## config.mk

```make
export PLATFORM = sky130hd
export DESIGN_NAME = game_state_controller
export DESIGN_NICKNAME = d
export VERILOG_FILES = /design/src/rtl/game_state_controller.sv
export SDC_FILE = /design/constraint.sdc
export NUM_CORES = 1
export LEC_CHECK = 0
export ABC_AREA = 1
export CAP_MARGIN = 20
export CORE_MARGIN = 1.5
export CORE_UTILIZATION = 54
export DETAILED_ROUTE_END_ITERATION = 10
export PLACE_DENSITY = 0.86
export SLEW_MARGIN = 20
export SYNTH_ARGS = -nofsm -noshare
export SYNTH_HDL_FRONTEND = slang
export SYNTH_SLANG_ARGS = --single-unit
```

## constraint.sdc

```tcl
create_clock -name frame_clk -period 4.4 [get_ports frame_clk]
set_input_delay 0.66 -clock frame_clk [delete_from_list [all_inputs] [get_ports frame_clk]]
set_output_delay 0.66 -clock frame_clk [all_outputs]
set_load 0.005 [all_outputs]
```

## src/rtl/game_state_controller.sv

```systemverilog
// Referee for the player sprite: judges hazard, fall, goal and time-out each frame, and runs the level timer, death count and restart handshake.
// Latency: one frame_clk tick from input to registered decision. No backpressure: the design is sampled unconditionally every frame.
module game_state_controller #(
    parameter int           SPRITE_W    = 20,
    parameter int           SPRITE_H    = 20,
    parameter int           HAZ_X0      = 160,
    parameter int           HAZ_X1      = 239,
    parameter int           HAZ_Y0      = 300,
    parameter int           HAZ_Y1      = 319,
    parameter int           GOAL_X0     = 400,
    parameter int           GOAL_X1     = 459,
    parameter int           GOAL_Y0     = 240,
    parameter int           GOAL_Y1     = 299,
    parameter int           FALL_Y      = 340,
    parameter int           HIT_FRAMES  = 2,
    parameter int           FPS         = 60,
    parameter int           TIME_LIMIT  = 300,
    parameter logic [7:0]   KEY_RESTART = 8'h28
) (
    input  logic        frame_clk,
    input  logic        Reset,
    input  logic [9:0]  ManX,
    input  logic [9:0]  ManY,
    input  logic [15:0] keycode,
    output logic        Dead,
    output logic        Win,
    output logic        Restart_req,
    output logic [9:0]  seconds,
    output logic [7:0]  deaths
);

    localparam int FW  = (FPS > 1) ? $clog2(FPS) : 1;
    localparam int HCW = $clog2(HIT_FRAMES + 1);

    localparam logic [FW-1:0]  FR_LAST  = FW'(FPS - 1);
    localparam logic [HCW:0]   HF_C     = (HCW + 1)'(HIT_FRAMES);
    localparam logic [9:0]     TL_C     = 10'(TIME_LIMIT);
    localparam logic [9:0]     SEC_MAX  = 10'd999;
    localparam logic [9:0]     FALL_C   = 10'(FALL_Y);

    typedef enum logic [1:0] {ST_PLAY, ST_HIT, ST_DEAD, ST_WIN} state_t;

    state_t           state_q, state_d;
    logic [FW-1:0]    frame_q, frame_d;
    logic [9:0]       sec_q, sec_d;
    logic [HCW-1:0]   hit_q, hit_d;
    logic [7:0]       deaths_q, deaths_d;
    logic             key_prev_q;
    logic             rr_q, rr_d;

    logic [10:0]      x_l, x_r, y_t, y_b;
    logic             haz_ovl, goal_in, fell, key_now;
    logic [HCW:0]     hit_sum;

    // Edges are 11 bits so a sprite near the 10-bit limit cannot wrap back into a rectangle
    assign x_l = {1'b0, ManX};
    assign y_t = {1'b0, ManY};
    assign x_r = x_l + 11'(SPRITE_W - 1);
    assign y_b = y_t + 11'(SPRITE_H - 1);

    assign haz_ovl = (x_l <= 11'(HAZ_X1)) && (x_r >= 11'(HAZ_X0)) &&
                     (y_t <= 11'(HAZ_Y1)) && (y_b >= 11'(HAZ_Y0));
    assign goal_in = (x_l >= 11'(GOAL_X0)) && (x_r <= 11'(GOAL_X1)) &&
                     (y_t >= 11'(GOAL_Y0)) && (y_b <= 11'(GOAL_Y1));
    assign fell    = (ManY >= FALL_C);
    assign key_now = (keycode[7:0] == KEY_RESTART) || (keycode[15:8] == KEY_RESTART);
    assign hit_sum = {1'b0, hit_q} + (HCW + 1)'(1);

    always_comb begin
        state_d  = state_q;
        frame_d  = frame_q;
        sec_d    = sec_q;
        hit_d    = hit_q;
        deaths_d = deaths_q;
        rr_d     = 1'b0;
        case (state_q)
            ST_PLAY, ST_HIT: begin
                if (frame_q == FR_LAST) begin
                    frame_d = '0;
                    if (sec_q != SEC_MAX) sec_d = sec_q + 10'd1;
                end else begin
                    frame_d = frame_q + FW'(1);
                end
                // Position is stale while the restart pulse is high; the man block is still respawning
                if (rr_q) begin
                    hit_d   = '0;
                    state_d = ST_PLAY;
                end else if (fell || (sec_q == TL_C)) begin
                    state_d = ST_DEAD;
                end else if (haz_ovl) begin
                    hit_d   = hit_sum[HCW-1:0];
                    state_d = (hit_sum >= HF_C) ? ST_DEAD : ST_HIT;
                end else begin
                    hit_d   = '0;
                    state_d = goal_in ? ST_WIN : ST_PLAY;
                end
                if ((state_d == ST_DEAD) && (deaths_q != 8'hFF)) deaths_d = deaths_q + 8'd1;
            end
            ST_DEAD, ST_WIN: begin
                if (key_now && !key_prev_q) begin
                    rr_d    = 1'b1;
                    state_d = ST_PLAY;
                    sec_d   = '0;
                    frame_d = '0;
                    hit_d   = '0;
                end
            end
            default: state_d = ST_PLAY;
        endcase
    end

    always_ff @(posedge frame_clk or posedge Reset) begin
        if (Reset) begin
            state_q    <= ST_PLAY;
            frame_q    <= '0;
            sec_q      <= '0;
            hit_q      <= '0;
            deaths_q   <= '0;
            key_prev_q <= 1'b0;
            rr_q       <= 1'b0;
        end else begin
            state_q    <= state_d;
            frame_q    <= frame_d;
            sec_q      <= sec_d;
            hit_q      <= hit_d;
            deaths_q   <= deaths_d;
            key_prev_q <= key_now;
            rr_q       <= rr_d;
        end
    end

    assign Dead        = (state_q == ST_DEAD);
    assign Win         = (state_q == ST_WIN);
    assign Restart_req = rr_q;
    assign seconds     = sec_q;
    assign deaths      = deaths_q;

endmodule

```

# After elaboration in Yosys (flattened, before gate mapping)
# Cells that the tools add are included.
# totals
in_bits	38
rom_bits	0
reg_bits	30
latchBits	0
mem_count	0
ram_bits	0
# op_classes
magnitude_cmp	10
add_sub_neg	6
n_bitwise	0
n_shift	0
n_mux	21
n_eq_ne	14
n_div	0
mul	0
reduce_logical	17
# ops
cell	n
$mux 10	3
$add 10x5->11 const B	2
$le 11x9->1 const B	2
$ge 10x9->1 const B	2
$mux 2	10
$pmux 10 s2	1
$eq 8x6->1 const B	2
$mux 6	2
$pmux 6 s2	1
$ge 11x8->1 const B	1
$ge 11x9->1 const B	1
$add 10x1->10 const B	1
$eq 10x9->1 const B	1
$ge 10x8->1 const B	1
$le 10x8->1 const B	1
$le 10x9->1 const B	1
$ne 10x10->1 const B	1
$add 8x1->8 const B	1
$logic_and 1x1->1	8
$ne 8x8->1 const B	1
$pmux 2 s2	2
$add 6x1->6 const B	1
$eq 2x2->1 const B	3
$eq 6x6->1 const B	1
other kinds (12)	18

# Depth between registers and ports, before layout
# depth
depth_word	13
ltp_mapped	20
mapped_depth_nobuf	20

# Worst setup path before layout
# No wires, ideal clock.
# synth_path
path_type	input -> register
start	input port ManY[0]
end	register deaths_q[0], in the netlist deaths[0]
setup_slack_ps	2137
cell_stages	16
setup_time_ps	121
t_required_ps	4279
t_arrival_ps	2142
path_cell_list	inv_1 -> ha_1 -> o21ai_4 -> nand2_2 -> nand2_1 -> nand2_1 -> nor2_1 -> nand2_1 -> a21oi_2 -> nand2_2 -> nand2_1 -> nand2_2 -> nand2_2 -> nand2_2 -> o21bai_1 -> nand2_1
# synth_via
elab_chain_len	11
# synth_lines
item	line_no	rtl
start: declaration	23	input logic [9:0] ManY,
$add 10x5->11 or $ge 10x8->1 (tied branches)	59, 64	
$le 11x9->1 or $logic_and 1x1->1 (tied branches)	64, 63	
$logic_and 1x1->1	64	(y_t >= 11'(GOAL_Y0)) && (y_b <= 11'(GOAL_Y1));
$mux 2	95	state_d = goal_in ? ST_WIN : ST_PLAY;
$mux 2	90	end else if (haz_ovl) begin
$mux 2 *	88	end else if (fell || (sec_q == TL_C)) begin
$mux 2 *	85	if (rr_q) begin
$mux 2 *	76	case (state_q)
$eq 2x2->1 *	97	if ((state_d == ST_DEAD) && (deaths_q != 8'hFF)) deaths_d = deaths_q + 8'd1;
$logic_and 1x1->1 *	97	
$reduce_and 2->1 (no source line) *	-	
end signal: assignment	126	deaths_q <= deaths_d;
end: declaration	47	logic [7:0] deaths_q, deaths_d;
# Mark *: on every way between the ends. The rest lies on a longest branch, timed or not. The select of a mux whose other input is x is not followed.
# A chain may end at the register's enable or synchronous reset.

# Worst setup path in the final report
# layout_path
start	input port ManY[0]
end	register deaths_q[2], in the netlist deaths[2]
# The elaborated chain is that of the path after synthesis.

==> results.yml <==
run_status:
  status: "completed"
routing:
  finalWirelength_um: 5760
  route.vias.total: 2562
  postRouteAntennaNets: 0
  first_pass_iters: 5
  via_per_inst: 5.33
  post-route-drc-count: 0
  wl_per_cell_um: 12.0
  drtIter0Drc: 165
synth:
  synth-edff-count: 0
  synth-xor-area-share: 0.0360
  synthMuxAreaShare: 0
  syn_nets: 409
  synth-adder-area-share: 0.0360
  synth_ff_type: "dfrtp_1"
  synth_seq_area_share: 0.309
  yosysTopAreaCellShare: 0.309
  netlist_area_mm2: 0.00243
  synth_area_per_cell_um2: 6.68
  yosysWarnings: 0
  yosysUniqueCellTypes: 38
  synth_top_area_cell: "dfrtp_1"
  synth_area_leaders: "dfrtp_1 31%, nand2_1 14%, inv_1 9.9%, nand3_1 7.8%, nor2_1 4.9%"
  synth_top_family_by_area: "simple AND/OR/NAND/NOR gates"
  synthCells: 364
  synth-simple-area-share: 0.384
  synth_seq_cells: 30
  synth_compound_area_frac: 0.124
  ys_async_sr_fraction: 1.00
cells_and_area:
  final_cell_mix: "90 x nand2_1, 64 x inv_1, 58 x clkdlybuf4s50_1, 38 x nand3_1, 32 x nor2_1"
  mostFrequentLayoutCell: "nand2_1"
  area_delta_synth_final_pct: 30.1
  final_cells: 481
  nets: 473
  n_antenna_cell: 0
  drive_above_1_share: 0.0723
floorplan:
  rows: 24
  die_height_um: 70.1
  ioPinCount: 59
  initial_core_util: 0.558
  coreArea_mm2: 0.00435
  fp.dieW_um: 70.1
  die_area_mm2: 0.00491
global_route:
  grt_max_degree: 31
  grt_pass1_wl_um: 10200
  grtUsageMet2: 0.439
  antenna_found_initial: 0
  met1_usage: 0.303
  use_met3: 0.0462
  grt_overflow_total: 0
  groute.usage.overall: 0.249
  grt-busiest-layer: "met2"
  grt_pass1_vias: 2522
sta:
  slew-limit-headroom: 0.560
  tns_ns: 0
  rsz0062_at_grt: "no"
  setup_violations: 0
  skew_ns: 0.00871
  min_period_ns: 2.80
  finalHoldViolations: 0
  timing.fmax_mhz: 358
  final_max_slew_viol_count: 0
  timing.final.crit_share: 0.635
  worst_pin_slew_ns: 0.657
clock_network:
  cts_tree: "yes"
  htree_levels: 2
  clk_pin_slew_worst_paths_ns: 0.07
  cts_num_sinks: 30
  postCtsHoldBufs: 0
  cts-resized-gates: 0
  clk_latency_ns: 0.29
  clock_path_buffers: 2
  clockRootBuffer: "clkbuf_8"
  cts_setup_buffers: 0
  cts_buffers: 5
worst_setup_path:
  critPathMaxStageDelay_ns: 0.50
  crit_path_top_delay_cell: "clkdlybuf4s50_1"
  cp-start-kind: "input port"
  cp_max_fo: 8
  end_kind: "flop"
  crit_family: "simple AND/OR/NAND/NOR gates"
  crit_required_ns: 4.57
  arrival_ns: 2.97
  critical_path_class: "input port to flop"
  path_cells: "clkdlybuf4s50_1, inv_1, ha_1, nor2_1, nand3_1, nand3_1, nand2_1, nor2_1, nand4_1, nand2_2, nand3_2, nand2_1, inv_2, nand2_2, nand2_2, o21bai_1, nand2_1"
  cp_num_buf_inv: 3
  r2r_slack_ns: 2.22
hold_path:
  hp-class: "flop to flop"
pwr:
  leakagePower_nw: 1.61
  power_density_mw_per_mm2: 330
  power_mw: 1.04
  vdd_drop_max_mv: 0.352
place:
  port_buffers: 58
  dp_cells: 473
  hpwlAfterDp_um: 4460
  gp_congestion: 0.938
run:
  maxCapViolations: 0
## routing by layer
metal	part of all wire	wire [um]
met1	0.45	2570
met4	0.011	61
met2	0.49	2830
met3	0.052	298
met5	0	0
## state kept, by name (all words and copies together) (netlist names)
| register | cells |
|---|---|
| hit_q | 2 |
| state_q | 2 |
| Restart_req | 1 |
| deaths | 8 |
| seconds | 10 |
| frame_q | 6 |
| key_prev_q | 1 |
## final cells by class
cell class,instances,area [um2]
Fill cell,359,1190
Timing Repair Buffer,59,588
Clock inverter,1,5.00
Multi-Input combinational cell,264,1410
Tap cell,52,65.1
Sequential cell,30,751
Inverter,68,258
Clock buffer,7,86.3
## report_power, final
part	switching, mW	leakage [nW]	internal, mW
logic	0.226	1.21	0.190
clock network	0.103	0.0482	0.126
registers	0.0667	0.351	0.332
total	0.395	1.61	0.648
## path summary, 6_finish.rpt
| path | start | to | cells past startpoint |
|---|---|---|---|
| worst max-delay path | ManY[0] | deaths[2]$_DFFE_PP0P_ | 17 |
| worst min-delay path | hit_q[1]$_DFFE_PP0P_ | hit_q[1]$_DFFE_PP0P_ | 2 |
| worst max register to register | seconds[0]$_DFFE_PP0P_ | deaths[2]$_DFFE_PP0P_ | 11 |
| worst min register to register | hit_q[1]$_DFFE_PP0P_ | hit_q[1]$_DFFE_PP0P_ | 2 |
| max in group asynchronous | Reset | seconds[9]$_DFFE_PP0P_ | 3 |
| min in group asynchronous | Reset | deaths[1]$_DFFE_PP0P_ | 3 |
## cells by family after synthesis
| kind of cell | count (synthesis) |
|---|---|
| AND/OR/NAND/NOR | 204 |
| buffers and inverters | 70 |
| AO/OA/AOI/OAI | 43 |
| adder cells (fa/ha/maj) | 7 |
| flip-flops | 30 |
| XOR/XNOR | 10 |
## per-stage QoR
step	worst slack (ns)	hold slack (ns)	cell area [um2]	util
3_3_place_gp	1.49	0.469	3070	0.705
3_5_place_dp	1.37	0.495	3070	0.705
4_1_cts	1.64	0.512	3160	0.726
6_report	1.60	0.506	3160	0.726
2_1_floorplan	2.14	0.453	2430	-
5_1_grt	1.36	0.533	3160	0.726
## worst reg2reg max path: stages, from the launching register on
cell,delay (ns)
dfrtp_1,0.42
inv_1,0.15
ha_1,0.18
nand4_1,0.10
o311ai_0,0.53
nor2_1,0.09
nand2_1,0.11
inv_2,0.06
nand2_2,0.06
nand2_2,0.12
o21bai_1,0.19
nand2_1,0.07
## cell usage after synthesis, drive strengths merged (2+ instances only)
cell type	number
nand2	101
buf	2
nand3	40
nand4	10
nor3b	3
o21bai	8
a211oi	2
a21oi	10
nor4	7
xor2	9
nor2	34
inv	68
dfrtp	30
o21ai	9
o22ai	4
o21a	2
o211ai	2
ha	7
nor3	9
Power figures use the tool's default switching activity.
